==> config.mk <==
export PLATFORM = sky130hd
export DESIGN_NAME = serial_frame_tx_flat
export DESIGN_NICKNAME = d
export VERILOG_FILES = /design/src/rtl/serial_frame_tx_pkg.sv /design/src/rtl/serial_frame_tx_if.sv /design/src/rtl/serial_frame_tx.sv /design/src/flat_wrapper.sv
export SDC_FILE = /design/constraint.sdc
export NUM_CORES = 1
export LEC_CHECK = 0
export CAP_MARGIN = 25
export CORE_UTILIZATION = 40
export DETAILED_ROUTE_END_ITERATION = 6
export GPL_TIMING_DRIVEN = 0
export SLEW_MARGIN = 25
export SYNTH_ARGS = -nofsm -noshare
export SYNTH_HDL_FRONTEND = slang
export SYNTH_SLANG_ARGS = --single-unit
==> constraint.sdc <==
create_clock -name clk -period 2.1 [get_ports clk]
set_input_delay 0.21 -clock clk [delete_from_list [all_inputs] [get_ports clk]]
set_output_delay 0.21 -clock clk [all_outputs]
set_load 0.02 [all_outputs]
==> src/rtl/serial_frame_tx_pkg.sv <==
// Shared types and helpers for the serial frame transmitter.
// Holds the FSM state encoding, line levels and parity helper.
package serial_pkg;

    typedef enum logic [2:0] {
        IDLE,
        START,
        DATA,
        PARITY,
        GAP
    } state_t;

    localparam logic IDLE_LEVEL = 1'b0;
    localparam logic START_BIT  = 1'b1;
    localparam int   MAX_W      = 64;

    // Zero-extended words keep the same XOR, so one width serves all.
    function automatic logic even_parity(input logic [MAX_W-1:0] v);
        return ^v;
    endfunction

endpackage

==> src/rtl/serial_frame_tx_if.sv <==
// Word handshake between a producer and the serial frame transmitter.
// The master offers in_data/in_valid; the slave answers with in_ready.
interface serial_frame_tx_if #(
    parameter int DATA_W = 8
);
    logic [DATA_W-1:0] in_data;
    logic              in_valid;
    logic              in_ready;

    modport master (
        output in_data,
        output in_valid,
        input  in_ready
    );

    modport slave (
        input  in_data,
        input  in_valid,
        output in_ready
    );
endinterface

==> src/rtl/serial_frame_tx.sv <==
// Framing transmitter: start bit, MSB-first data, optional even parity,
// then an idle gap; feeds the si input of a downstream shift chain.
module serial_frame_tx
    import serial_pkg::*;
#(
    parameter int DATA_W     = 8,
    parameter int PARITY_EN  = 1,
    parameter int GAP_CYCLES = 1
) (
    input  logic              clk,
    input  logic              clear_n,
    serial_frame_tx_if.slave  up,
    output logic              so,
    output logic              busy,
    output logic              done
);

    localparam int BW = $clog2(DATA_W);
    localparam int GW = (GAP_CYCLES > 1) ? $clog2(GAP_CYCLES) : 1;
    localparam logic [BW-1:0] BIT_LAST = BW'(DATA_W - 1);
    localparam logic [BW-1:0] BIT_PEN  = BW'(DATA_W - 2);
    localparam logic [GW-1:0] GAP_LAST =
        GW'((GAP_CYCLES > 0) ? GAP_CYCLES - 1 : 0);
    localparam state_t AFTER_PAR =
        (GAP_CYCLES > 0) ? GAP : IDLE;
    localparam state_t AFTER_DATA =
        (PARITY_EN != 0) ? PARITY : AFTER_PAR;

    state_t            state;
    state_t            next_state;
    logic [DATA_W-1:0] shift_reg;
    logic [BW-1:0]     bit_cnt;
    logic [GW-1:0]     gap_cnt;
    logic              parity_bit;
    logic              accept;
    logic              so_d;
    logic              busy_d;
    logic              done_d;
    logic              ready_d;

    assign accept = up.in_ready & up.in_valid;

    // Outputs are registered from next_state so they line up with state.
    always_ff @(posedge clk) begin
        if (!clear_n) begin
            state       <= IDLE;
            shift_reg   <= '0;
            bit_cnt     <= '0;
            gap_cnt     <= '0;
            parity_bit  <= 1'b0;
            so          <= IDLE_LEVEL;
            busy        <= 1'b0;
            done        <= 1'b0;
            up.in_ready <= 1'b0;
        end else begin
            state       <= next_state;
            so          <= so_d;
            busy        <= busy_d;
            done        <= done_d;
            up.in_ready <= ready_d;
            if (accept) begin
                shift_reg  <= up.in_data;
                parity_bit <= even_parity(MAX_W'(up.in_data));
            end else if (next_state == DATA) begin
                shift_reg <= {shift_reg[DATA_W-2:0], 1'b0};
            end
            if (state == DATA && next_state == DATA) begin
                bit_cnt <= bit_cnt + 1'b1;
            end else begin
                bit_cnt <= '0;
            end
            if (state == GAP && next_state == GAP) begin
                gap_cnt <= gap_cnt + 1'b1;
            end else begin
                gap_cnt <= '0;
            end
        end
    end

    always_comb begin
        next_state = state;
        unique case (state)
            IDLE:   if (accept) next_state = START;
            START:  next_state = DATA;
            DATA:   if (bit_cnt == BIT_LAST) next_state = AFTER_DATA;
            PARITY: next_state = AFTER_PAR;
            GAP:    if (gap_cnt == GAP_LAST) next_state = IDLE;
            default: next_state = IDLE;
        endcase
    end

    always_comb begin
        so_d    = IDLE_LEVEL;
        done_d  = 1'b0;
        busy_d  = (next_state != IDLE);
        ready_d = (next_state == IDLE);
        unique case (next_state)
            START: so_d = START_BIT;
            DATA: begin
                so_d   = shift_reg[DATA_W-1];
                done_d = (PARITY_EN == 0) && (state == DATA)
                         && (bit_cnt == BIT_PEN);
            end
            PARITY: begin
                so_d   = parity_bit;
                done_d = 1'b1;
            end
            default: so_d = IDLE_LEVEL;
        endcase
    end

endmodule

==> src/flat_wrapper.sv <==
// flat-port wrapper written by rule: the top's interface ports become plain ports
module serial_frame_tx_flat import serial_pkg::*;
#(
    parameter int DATA_W     = 8,
    parameter int PARITY_EN  = 1,
    parameter int GAP_CYCLES = 1
)
  (clk, clear_n, so, busy, done, up_in_data, up_in_valid, up_in_ready);
  serial_frame_tx_if #(.DATA_W(DATA_W)) up_i ();
  input  logic clk;
  input  logic clear_n;
  output logic so;
  output logic busy;
  output logic done;
  input wire logic [$bits(up_i.in_data)-1:0] up_in_data;
  input wire logic [$bits(up_i.in_valid)-1:0] up_in_valid;
  output wire logic [$bits(up_i.in_ready)-1:0] up_in_ready;
  assign up_i.in_data = up_in_data;
  assign up_i.in_valid = up_in_valid;
  assign up_in_ready = up_i.in_ready;
  serial_frame_tx #(.DATA_W(DATA_W), .PARITY_EN(PARITY_EN), .GAP_CYCLES(GAP_CYCLES)) u_core (.clk(clk), .clear_n(clear_n), .up(up_i), .so(so), .busy(busy), .done(done));
endmodule
Word level (Yosys, flattened, before mapping)
Cells that the tools add are included.
- register bits: 20
- output and inout port bits: 4
- word-level logic and storage cells: 38
- add/subtract/negate cells: 2
- equal/unequal tests: 9
- multiplexer cells: 8
- bitwise operators: 1
- reductions and logical operators: 9
- operators by type and width (kind ; count):
    XOR reduction 64 bit ; 1
    two-way mux 8 bit ; 2
    case mux 3 bit (5 select lines) ; 1
    == test 3 x 2 -> 1 bit, second input constant ; 4
    == test 3 bit, second input constant ; 3
    two-way mux 3 bit ; 3
    == test 3 x 1 -> 1 bit, second input constant ; 2
    zero test 3 bit ; 2
    AND reduction 2 bit ; 2
    adder 3 x 1 -> 3 bit, second input constant ; 1
    case mux 1 bit (3 select lines) ; 1
    nonzero test 3 bit ; 1
    logical AND 1 bit ; 2
    nonzero test 2 bit ; 1
    adder 1 bit, second input constant ; 1
    AND 1 bit ; 1
    two-way mux 1 bit ; 1

Longest topological paths before layout
Gate-level depths: netlist of run 1.
- depth in word-level cells: 6
- mapped depth: 6

Least setup slack after synthesis of run 1
Ideal clock, no wire load.
- path type: flip-flop to flip-flop
- start: register u_core.bit_cnt[0]
- end: register u_core.shift_reg[1]
- setup time: 131 ps
- arrival time: 1644 ps
- data required time: 1969 ps
- slack: 325 ps
- stages on the path, launching flop included: 7
- path through: dfxtp_1 -> ha_1 -> ha_1 -> or3b_4 -> a21oi_4 -> mux2i_1 -> a21oi_1
- cells in the longest elaborated chain, start to end: 5
- ends and longest elaborated chain (what ; RTL line ; text):
    start, declared ; serial_frame_tx.sv:32 ; logic [BW-1:0] bit_cnt;
    start signal, assigned ; serial_frame_tx.sv:68 ; bit_cnt <= bit_cnt + 1'b1;
    == test 3 bit ; serial_frame_tx.sv:85 ; DATA: if (bit_cnt == BIT_LAST) next_state = AFTER_DATA;
    two-way mux 3 bit ; serial_frame_tx.sv:85 ;
    case mux 3 bit (5 select lines) ; serial_frame_tx.sv:82 ; unique case (state)
    == test 3 x 2 -> 1 bit ; serial_frame_tx.sv:64 ; end else if (next_state == DATA) begin
    nonzero test 2 bit (no source line) ; - ;
    end signal, assigned ; serial_frame_tx.sv:62 ; shift_reg <= up.in_data;
    end signal, assigned ; serial_frame_tx.sv:65 ; shift_reg <= {shift_reg[DATA_W-2:0], 1'b0};
    end, declared ; serial_frame_tx.sv:31 ; logic [DATA_W-1:0] shift_reg;
No other way between the ends.
A chain may end at the register's enable or synchronous reset.

Worst setup path after layout of run 1
Ends and elaborated chain as after synthesis.

==> run metrics, run 1 <==
clk sinks=20; setup violators final=0; Clock transition at path regs=0.11 ns; largest net degree at the start of global routing=12; RSZ-0062 raised after global routing=no; total power=0.780 mW; period utilization=90.8%; Core ar.=0.00200 mm2; leading area contributor after synthesis=dfxtp_1; full die area=0.00234 mm2; leak pwr=0.386 nW; CP top delay family=compound AO/OA/AOI/OAI gates; GP Congestion=0.805; # fillers=200; Boundary Pins=15; die height=48.4 um; Min Clock Period, post-route=1.91 ns; Die X=48.4 um; Worst EP required=2.28 ns; final hold vios=0; fin. max-slew vios=0; crit-path max FO=8; Synthesized Nets=105; worst path cell trace=ha_1, ha_1, or3b_4, a21oi_4, mux2i_1, a21oi_1; Post-Place Setup Slack=0.193 ns; Syn Inst Count=92; CTS Buf Count=3; Worst IR Drop VDD=0.000489 V; detailed placer's ending HPWL=1100 um; met2 routed wirelength=634 um; top_reg_cell synth=dfxtp_1; Hold WS=0.430 ns; Fmax=524 MHz; root buf cell=clkbuf_4; number of setup buffers added after CTS=0; metal3 WL=65 um; Hold Path Class=flop to flop; grt total ovfl=0; Crit. End Element=flop; Final ANT Viol Nets=0; status=finished, final reports clean; First DRT Iteration DRCs=5; vias in the first global route=626; CP Class=flop to flop; most frequent cell on the critical path=ha_1; DR vias=657; final worst setup slack=0.193 ns; Vias/cell=4.80; crit path DAT=2.09 ns; count leader, synth=dfxtp_1; Worst Clk Skew=0.00574 ns; CTS tree=built; asr flop ratio synth=0%; critical path launch point type=flop; WL final=1460 um; number of synthesized flops with an enable pin=0; antenna fix cells=0; hold_buf cts=0; Slowest-stage cell, CP=or3b_4; area grow syn2layout=24.4%; # resized after CTS=0; PwrDens=727 mW/mm2; commonest cells in the netlist=dfxtp_1 (20), a21oi_1 (10), o21ai_0 (9); Starting Density=43.1%; area taken by multi-input logic gates=443 um2; initial antenna violation count=0; # Max-Cap Violations=0; CP bufs+invs=0; final net count=124; top cells by area, synth=dfxtp_1 (46%), mux2i_1 (8.1%), xnor2_1 (8.1%), a21oi_1 (5.8%), o21ai_0 (5.2%); Syn Area/Cell=9.37 um2; Netlist cell types=23; layout cells sized above 1=5.45%; Remaining DRCs=0; number of H-tree levels=1; Critical Path Max Stage Delay=0.41 ns; IO Port Bufs=14; gr usage total=15.0%; YS warnings=0; #FFs+latches synth=20; M1 wire length=751 um; Seq/Total Area, Yosys=46.4%; insertion delay to the later sink of the worst-skew pair=0.30 ns; sequential standard cell area=400 um2; Post-Synthesis Cell Area=862 um2; TNS Setup=0 ns; WL/cell=10.7 um; DR top layer=met4; DR pass1 iterations=3; row cnt=16; clk buf depth=2; first-pass GRT wire length=2710 um; Yosys top cell area share=46.4%; number of flip-flops in the largest register=8
## logic make-up after synthesis
| family | share of synthesized area (%) |
|---|---|
| XOR/XNOR | 8.13 |
| adder cells (fa/ha/maj) | 2.90 |
| multiplexers | 8.13 |
| buffers and inverters | 2.18 |
| other | 0.435 |
| flip-flops | 46.4 |
| AO/OA/AOI/OAI | 16.4 |
| AND/OR/NAND/NOR | 15.4 |
## worst register-to-register path: cells and delay by family (launching register included)
kind            cells  cell delay (ns)
simple gates        1             0.41
fa+ha+maj           2             0.40
flops               1             0.33
mux                 1             0.24
compound gates      2             0.42
## final timing paths
check	to	cells after the start	start	slack, ns
worst max-delay path	u_core.shift_reg[1]	6	u_core.bit_cnt[0]	0.19
worst min-delay path	u_core.bit_cnt[0]	1	u_core.bit_cnt[0]	0.43
worst max register to register	u_core.shift_reg[1]	6	u_core.bit_cnt[0]	0.19
worst min register to register	u_core.bit_cnt[0]	1	u_core.bit_cnt[0]	0.43
## power by group
| part | switching (mW) | total [mW] | internal, mW |
|---|---|---|---|
| sequential | 0.0149 | 0.419 | 0.404 |
| clock | 0.113 | 0.219 | 0.106 |
| combinational | 0.0668 | 0.142 | 0.0754 |
## stage by stage
stage               util, %  area (um2)  cells
floorplan                 -         862     92
global placement       51.7        1040    133
detailed placement     51.7        1040    133
CTS                    53.6        1070    137
global route           53.6        1070    137
finish                 53.6        1070    137
## metal layers
metal  global-route usage (%)  up-vias
li1                         -      353
met1                     20.1      289
met2                     22.3       13
met3                     5.97        2
met4                     4.41        0
met5                        0        -
## layout by cell type (no fill, tap or decap), types with 2 or more instances in the layout
cell / Yosys / routed
inv_1: 2 / 2
clkbuf_4: 0 / 3
nor2b_1: 3 / 3
clkbuf_1: 3 / 3
and2_1: 5 / 5
o21ai_0: 9 / 9
a211oi_1: 2 / 2
xnor2_1: 8 / 8
mux2i_1: 7 / 7
clkdlybuf4s50_1: 0 / 14
dfxtp_1: 20 / 20
a21oi_1: 10 / 10
ha_1: 2 / 2
nor2_1: 6 / 6
nand2_1: 5 / 5
## area by class of cell
cell class	instances	share of cell area, %
inverter	2	0.700
buffer	3	1.05
sequential	20	37.3
timing repair buffer	14	13.1
tap	27	3.15
clock buffer	4	3.38
multi-input combinational	67	41.3
Power figures use the tool's default switching activity.
==> run 2: changes to the inputs <==
--- a/config.mk
+++ b/config.mk
@@ -6,7 +6,7 @@
 export NUM_CORES = 1
 export LEC_CHECK = 0
 export CAP_MARGIN = 25
-export CORE_UTILIZATION = 40
+export CORE_UTILIZATION = 36
 export DETAILED_ROUTE_END_ITERATION = 6
 export GPL_TIMING_DRIVEN = 0
 export SLEW_MARGIN = 25
==> run metrics, run 2 (synthesis gave the netlist of run 1 again) <==
status=finished, final reports clean; Vias/cell=4.74; setup violators final=0; First DRT Iteration DRCs=2; Clock transition at path regs=0.11 ns; IO Port Bufs=14; NetSw=0.198 mW; largest net degree at the start of global routing=12; clk sinks=20; clk buf depth=2; clock share of power=28.4%; final hold vios=0; # fillers=233; final instance area=0.00107 mm2; Final ANT Viol Nets=0; Die X=50.9 um; Starting Density=38.6%; vias in the first global route=610; Min Clock Period, post-route=1.90 ns; placed inst area=0.00104 mm2; Worst Clk Skew=0.00257 ns; area grow syn2layout=24.5%; commonest non-fill, non-tap cells in the layout=dfxtp_1 (20), clkdlybuf4s50_1 (14), a21oi_1 (10); gr usage total=13.6%; leak pwr=0.386 nW; Sw Share=25.3%; number of H-tree levels=1; crit-path max FO=8; CTS Buf Count=3; Worst IR Drop VDD=0.000282 V; # Max-Cap Violations=0; fin. max-slew vios=0; initial antenna violation count=0; Worst EP required=2.28 ns; detailed placer's ending HPWL=1110 um; Hold Path Class=flop to flop; Post-Place Setup Slack=0.205 ns; critical path launch point type=flop; r2r setup slk=0.20 ns; Remaining DRCs=0; # resized after CTS=0; root buf cell=clkbuf_4; commonest non-fill, non-tap cell in the layout=dfxtp_1; number of flip-flops in the largest register=8; WL final=1500 um; CP Class=flop to flop; final worst setup slack=0.205 ns; cell-internal power=0.585 mW; grt total ovfl=0; DR vias=654; crit path DAT=2.08 ns; Gate power share=18.1%; antenna fix cells=0; final net count=124; number of setup buffers added after CTS=0; Hold WS=0.426 ns; hold_buf cts=0; layout cells sized above 1=5.45%; power share of the sequential group=53.5%; first-pass GRT wire length=2550 um; Boundary Pins=15; insertion delay to the later sink of the worst-skew pair=0.30 ns; CTS tree=built; full die area=0.00259 mm2; die height=50.9 um; TNS Setup=0 ns; Crit. End Element=flop; GP Congestion=0.794; DR pass1 iterations=4; PwrDens=730 mW/mm2; period utilization=90.2%; RSZ-0062 raised after global routing=no; WL/cell=10.8 um; Fmax=528 MHz; row cnt=17; Core ar.=0.00223 mm2
## run 2: power by group through the flow
| stage | clock, mW | combinational (mW) | sequential, mW |
|---|---|---|---|
| 2_1_floorplan | 0 | 0.0876 | 0.431 |
| 3_3_place_gp | 0 | 0.142 | 0.428 |
| 3_5_place_dp | 0 | 0.143 | 0.428 |
| 4_1_cts | 0.232 | 0.144 | 0.419 |
| 5_1_grt | 0.242 | 0.157 | 0.423 |
| 6_report | 0.222 | 0.142 | 0.419 |
## run 2: final timing paths
| check | depth (start not counted) | startpoint | end |
|---|---|---|---|
| worst min register to register | 1 | u_core.bit_cnt[0] | u_core.bit_cnt[0] |
| worst max register to register | 6 | u_core.bit_cnt[0] | u_core.shift_reg[4] |
| worst max-delay path | 6 | u_core.bit_cnt[0] | u_core.shift_reg[4] |
| worst min-delay path | 1 | u_core.bit_cnt[0] | u_core.bit_cnt[0] |
## run 2: final cells by class
class	count	area [um2]	share of cell area, %
tap	28	35.0	3.26
multi-input combinational	67	443	41.3
clock buffer	4	36.3	3.38
buffer	3	11.3	1.05
timing repair buffer	14	140	13.1
inverter	2	7.51	0.699
sequential	20	400	37.3
## run 2: stage by stage
step / utilization, % / instances / power (mW)
floorplan: - / 92 / 0.519
global placement: 46.4 / 134 / 0.569
detailed placement: 46.4 / 134 / 0.571
CTS: 48.1 / 138 / 0.795
global route: 48.1 / 138 / 0.822
finish: 48.1 / 138 / 0.783
## run 2: critical path: stages (launching register included)
cell	delay (ns)
dfxtp_1	0.33
ha_1	0.19
ha_1	0.21
or3b_4	0.42
a21oi_4	0.33
mux2i_1	0.23
a21oi_1	0.08
## run 2: layer usage
layer	vias to the layer above	routed length (um)	global-route usage (%)
met2	12	675	21.3
met4	0	44	9.72
li1	356	-	-
met3	5	40	2.68
met1	281	736	16.5
met5	-	0	0
